**config.mk**
```make
export PLATFORM = sky130hd
export DESIGN_NAME = buttons_ctrl
export DESIGN_NICKNAME = d
export VERILOG_FILES = /design/src/rtl/buttons_ctrl.sv
export SDC_FILE = /design/constraint.sdc
export NUM_CORES = 1
export LEC_CHECK = 0
export ABC_AREA = 1
export BUFFER_PORTS_ARGS = -buffer_cell sky130_fd_sc_hd__buf_4
export CAP_MARGIN = 20
export CORE_MARGIN = 8
export CORE_UTILIZATION = 30
export DETAILED_ROUTE_END_ITERATION = 10
export GPL_TIMING_DRIVEN = 0
export PLACE_DENSITY_LB_ADDON = 0.12
export SLEW_MARGIN = 5
export SYNTH_ARGS = -nofsm -noshare
export SYNTH_HDL_FRONTEND = slang
export SYNTH_SLANG_ARGS = --single-unit
```
**constraint.sdc**
```tcl
create_clock -name clk_i -period 1.95 [get_ports clk_i]
set_clock_uncertainty 0.2 [all_clocks]
set_input_delay 0.0975 -clock clk_i [delete_from_list [all_inputs] [get_ports clk_i]]
set_output_delay 0.0975 -clock clk_i [all_outputs]
set_load 0.01 [all_outputs]
```
**src/rtl/buttons_ctrl.sv**
```systemverilog
// Memory-mapped push-button peripheral: two-flop synchronizer, per-button
// debounce, sticky W1C press flags, interrupt enables and a one-cycle read port.
module buttons_ctrl #(
    parameter int N_BUTTONS       = 4,
    parameter int DEBOUNCE_CYCLES = 16
) (
    input  logic                 clk_i,
    input  logic                 rst_i,
    input  logic                 en_i,
    input  logic                 read_i,
    input  logic                 write_i,
    input  logic [31:0]          addr_i,
    input  logic [31:0]          wdata_i,
    output logic [31:0]          rdata_o,
    input  logic [N_BUTTONS-1:0] buttons_i,
    output logic                 irq_o
);

    localparam int CW = (DEBOUNCE_CYCLES > 1) ? $clog2(DEBOUNCE_CYCLES) : 1;
    localparam logic [CW-1:0] CNT_MAX = CW'(DEBOUNCE_CYCLES - 1);

    logic [N_BUTTONS-1:0] sync1;
    logic [N_BUTTONS-1:0] sync2;
    logic [N_BUTTONS-1:0] stable;
    logic [N_BUTTONS-1:0] stable_next;
    logic [N_BUTTONS-1:0] rise;
    logic [N_BUTTONS-1:0] edge_flags;
    logic [N_BUTTONS-1:0] irq_en;
    logic [N_BUTTONS-1:0] clr_mask;
    logic [CW-1:0]        cnt      [N_BUTTONS];
    logic [CW-1:0]        cnt_next [N_BUTTONS];
    logic [1:0]           offset;
    logic                 wr;
    logic                 rd;
    logic [31:0]          rd_word;
    logic                 unused_bits;

    assign offset      = addr_i[3:2];
    assign wr          = en_i & write_i;
    assign rd          = en_i & read_i & ~write_i;
    assign unused_bits = ^{addr_i[31:4], addr_i[1:0], wdata_i};

    // A change is accepted only after DEBOUNCE_CYCLES consecutive disagreeing samples.
    always_comb begin
        stable_next = stable;
        for (int i = 0; i < N_BUTTONS; i++) begin
            cnt_next[i] = '0;
            if (sync2[i] != stable[i]) begin
                if (cnt[i] == CNT_MAX) begin
                    stable_next[i] = sync2[i];
                end else begin
                    cnt_next[i] = cnt[i] + 1'b1;
                end
            end
        end
    end

    assign rise     = stable_next & ~stable;
    assign clr_mask = (wr && offset == 2'd1) ? wdata_i[N_BUTTONS-1:0] : '0;

    always_comb begin
        rd_word = '0;
        case (offset)
            2'd0:    rd_word[N_BUTTONS-1:0] = stable;
            2'd1:    rd_word[N_BUTTONS-1:0] = edge_flags;
            2'd2:    rd_word[N_BUTTONS-1:0] = irq_en;
            default: rd_word = '0;
        endcase
    end

    always_ff @(posedge clk_i or posedge rst_i) begin
        if (rst_i) begin
            sync1      <= '0;
            sync2      <= '0;
            stable     <= '0;
            edge_flags <= '0;
            irq_en     <= '0;
            rdata_o    <= '0;
            for (int i = 0; i < N_BUTTONS; i++) begin
                cnt[i] <= '0;
            end
        end else begin
            sync1  <= buttons_i;
            sync2  <= sync1;
            stable <= stable_next;
            for (int i = 0; i < N_BUTTONS; i++) begin
                cnt[i] <= cnt_next[i];
            end
            // A press landing on the same edge as its W1C clear keeps the flag set.
            edge_flags <= (edge_flags & ~clr_mask) | rise;
            if (wr && offset == 2'd2) begin
                irq_en <= wdata_i[N_BUTTONS-1:0];
            end
            rdata_o <= rd ? rd_word : 32'd0;
        end
    end

    assign irq_o = |(edge_flags & irq_en);

endmodule
```
==> reports/qor.csv <==
metric,value,unit
status,"finished, final reports clean",
grt_use_total,8.847,%
cp.buffers_inverters,3,
place.gp.congestion,0.7069,
ctsResizeCount,0,
netlist_instances,221,
cts_num_sinks,40,
drv_slew,0,
criticalPathCategory,input pin to flop,
startpoint_type,input pin,
drc_errors,0,
max_stage_delay,550,ps
report.power.total,1.817,mW
cts_root_buf,clkbuf_8,
clock_latency,290,ps
avgSynthCellArea,8.792,sq um
num_io_pins,106,
slowest_stage,dlygate4sd3_1,
cp_max_fo,8,
rows,29,
ir_drop,0.0003879,V
final.fill_count,666,
routedWlPerCell,10.14,um
vias,1470,
overflow,0,
critical_path.top_delay_family,buffers and inverters,
path_clk_slew,70,ps
coreArea,6314,sq um
p_per_area,709.6,nW/um^2
fin_crit,1671,ps
min_path_type,input pin to flop,
die_area,9308,sq um
ant_nets,0,
grt_pass1_wl,6306,um
hold_ws,22.17,ps
hold_viol,0,
synth-seq-cells,40,
critPathCaptureType,flop,
antenna_found_initial,0,
routed_via_density,3.995,
grt_max_degree,29,
crit_path_frequent_cell,dlygate4sd3_1,
initial_utilization,30.78,%
first_global_vias,1389,
drive_above_1_share,24.05,%
routed_wl,3731,um
numCtsBuffers,5,
chipHeight,96.48,um
diodes,0,
critPathArrivalTime,1650,ps
cp.required,1930,ps
cts_setup_buffers,0,
synthToLayoutAreaGrowth,31.75,%
rr_worst_depth,3,
drt_pass1_iterations,4,
fmax,598.3,MHz
ys_types,20,
syn_area,1943,sq um
drtIter0Drc,64,
crit_chain,"dlygate4sd3_1, buf_4, nand4_4, nand2_1, o21ai_1, dlygate4sd3_1",
dp_hpwl,2785,um
synth_seq_area_share,51.51,%
cts_max_path_buffers,2,
rsz0062_at_grt,false,
cts_max_level,2,
maxCapViolations,0,
period_share,85.71,%
setup_viol,0,
fin_setup_tns,0,ps
whs_path_depth,5,
total_leakage_power,1.393,nW
tritoncts,built,
die_w,96.48,um
synth_warnings,0,
nets,368,
io_buffer_count,19,
cp.depth,6,
-- kinds of logic (layout without fill, tap and decap cells) --
| logic type | count (synthesis) | in the layout | synth area share, % |
|---|---|---|---|
| and+or+nand+nor | 106 | 106 | 25.31 |
| buffers and inverters | 55 | 98 | 16.03 |
| DFF | 40 | 40 | 51.51 |
| AOI/OAI and AO/OA | 15 | 15 | 4.379 |
| adders and majority gates | 4 | 4 | 2.576 |
| other | 1 | 28 | 0.1930 |
-- path summary, 6_finish.rpt --
check | from | to | slack, ps
max | write_i | irq_en[1] | 280
max reg2reg | irq_en[0] | irq_en[0] | 550
min in group asynchronous | rst_i | sync1[0] | 130
min | addr_i[3] | rdata_o[2] | 20
min reg2reg | sync1[2] | sync2[2] | 150
max in group asynchronous | rst_i | cnt[3] | 970
-- worst register-to-register path: stages (launching register included) --
cell and delay (ps):
dfrtp_1 400, nand2_1 70, o21ai_1 60, dlygate4sd3_1 560
-- cell usage after synthesis --
cell / n / share of area, %
ha_1: 4 / 2.6
nand2_1: 58 / 11
nand3_2: 2 / 1.0
or2_1: 1 / 0.32
buf_4: 28 / 11
conb_1: 1 / 0.19
inv_1: 25 / 4.8
nor2_2: 1 / 0.32
inv_2: 2 / 0.39
nand4_4: 1 / 1.1
nor2_1: 8 / 1.5
a21boi_0: 4 / 1.5
o21ai_1: 4 / 1.0
a21oi_1: 3 / 0.77
dfrtp_1: 40 / 52
nand3_1: 23 / 5.9
nand2_2: 1 / 0.32
nand4_1: 4 / 1.3
o21ai_0: 4 / 1.0
or2_2: 7 / 2.3
-- metrics by stage --
stage               setup slack (ps)  std cells  utilization, %  area (sq um)
floorplan                      630.6        248               -          2044
global placement               93.19        344           36.17          2283
detailed placement             587.3        345           36.48          2303
CTS                            318.8        368           40.55          2560
global route                   204.9        368           40.55          2560
finish                         278.7        368           40.55          2560
-- area by class of cell --
| type | instances | area (sq um) | area share [%] |
|---|---|---|---|
| Buffer | 28 | 210.2 | 8.211 |
| Clock buffer | 7 | 96.34 | 3.763 |
| Inverter | 27 | 101.3 | 3.959 |
| Multi-Input combinational cell | 153 | 732.0 | 28.59 |
| Sequential cell | 40 | 1001 | 39.10 |
| Tap cell | 77 | 96.34 | 3.763 |
| Timing Repair Buffer | 36 | 322.8 | 12.61 |
-- state kept, by name, summed over array words and instances, names as in the netlist --
register	cells
cnt	16
irq_en	4
sync2	4
rdata_o	4
stable	4
edge_flags	4
sync1	4
-- cell usage in the layout (no fill, tap or decap) --
cell type	count
a21boi_0	4
a21oi_1	3
buf_12	1
buf_4	47
clkbuf_8	7
conb_1	28
dfrtp_1	40
dlygate4sd3_1	16
ha_1	4
inv_1	24
inv_2	3
nand2_1	58
nand2_2	1
nand3_1	23
nand3_2	2
nand4_1	4
nand4_4	1
nor2_1	8
nor2_2	1
o21ai_0	4
o21ai_1	4
or2_1	1
or2_2	7
-- what timing repair did --
action / in CTS / in global routing
hold buffers: 16 / 0
endpoints found under the setup margin: 0 / 0
endpoints found under the hold margin: 56 / 0
-- report_power, final --
part / leakage, nW / switching, mW / internal (mW)
combinational: 0.823 / 0.134 / 0.153
sequential: 0.520 / 0.0456 / 0.889
clock: 0.0503 / 0.279 / 0.315
-- metal layers --
layer	global-route usage, %	share of wire [%]	wire [um]	vias up
li1	-	-	-	781
met1	11.11	45	1667	642
met2	13.42	44	1657	43
met3	3.632	10	372	4
met4	3.026	0.91	34	0
met5	0	0	0	-
No activity file was read; power rests on OpenSTA's default activity.
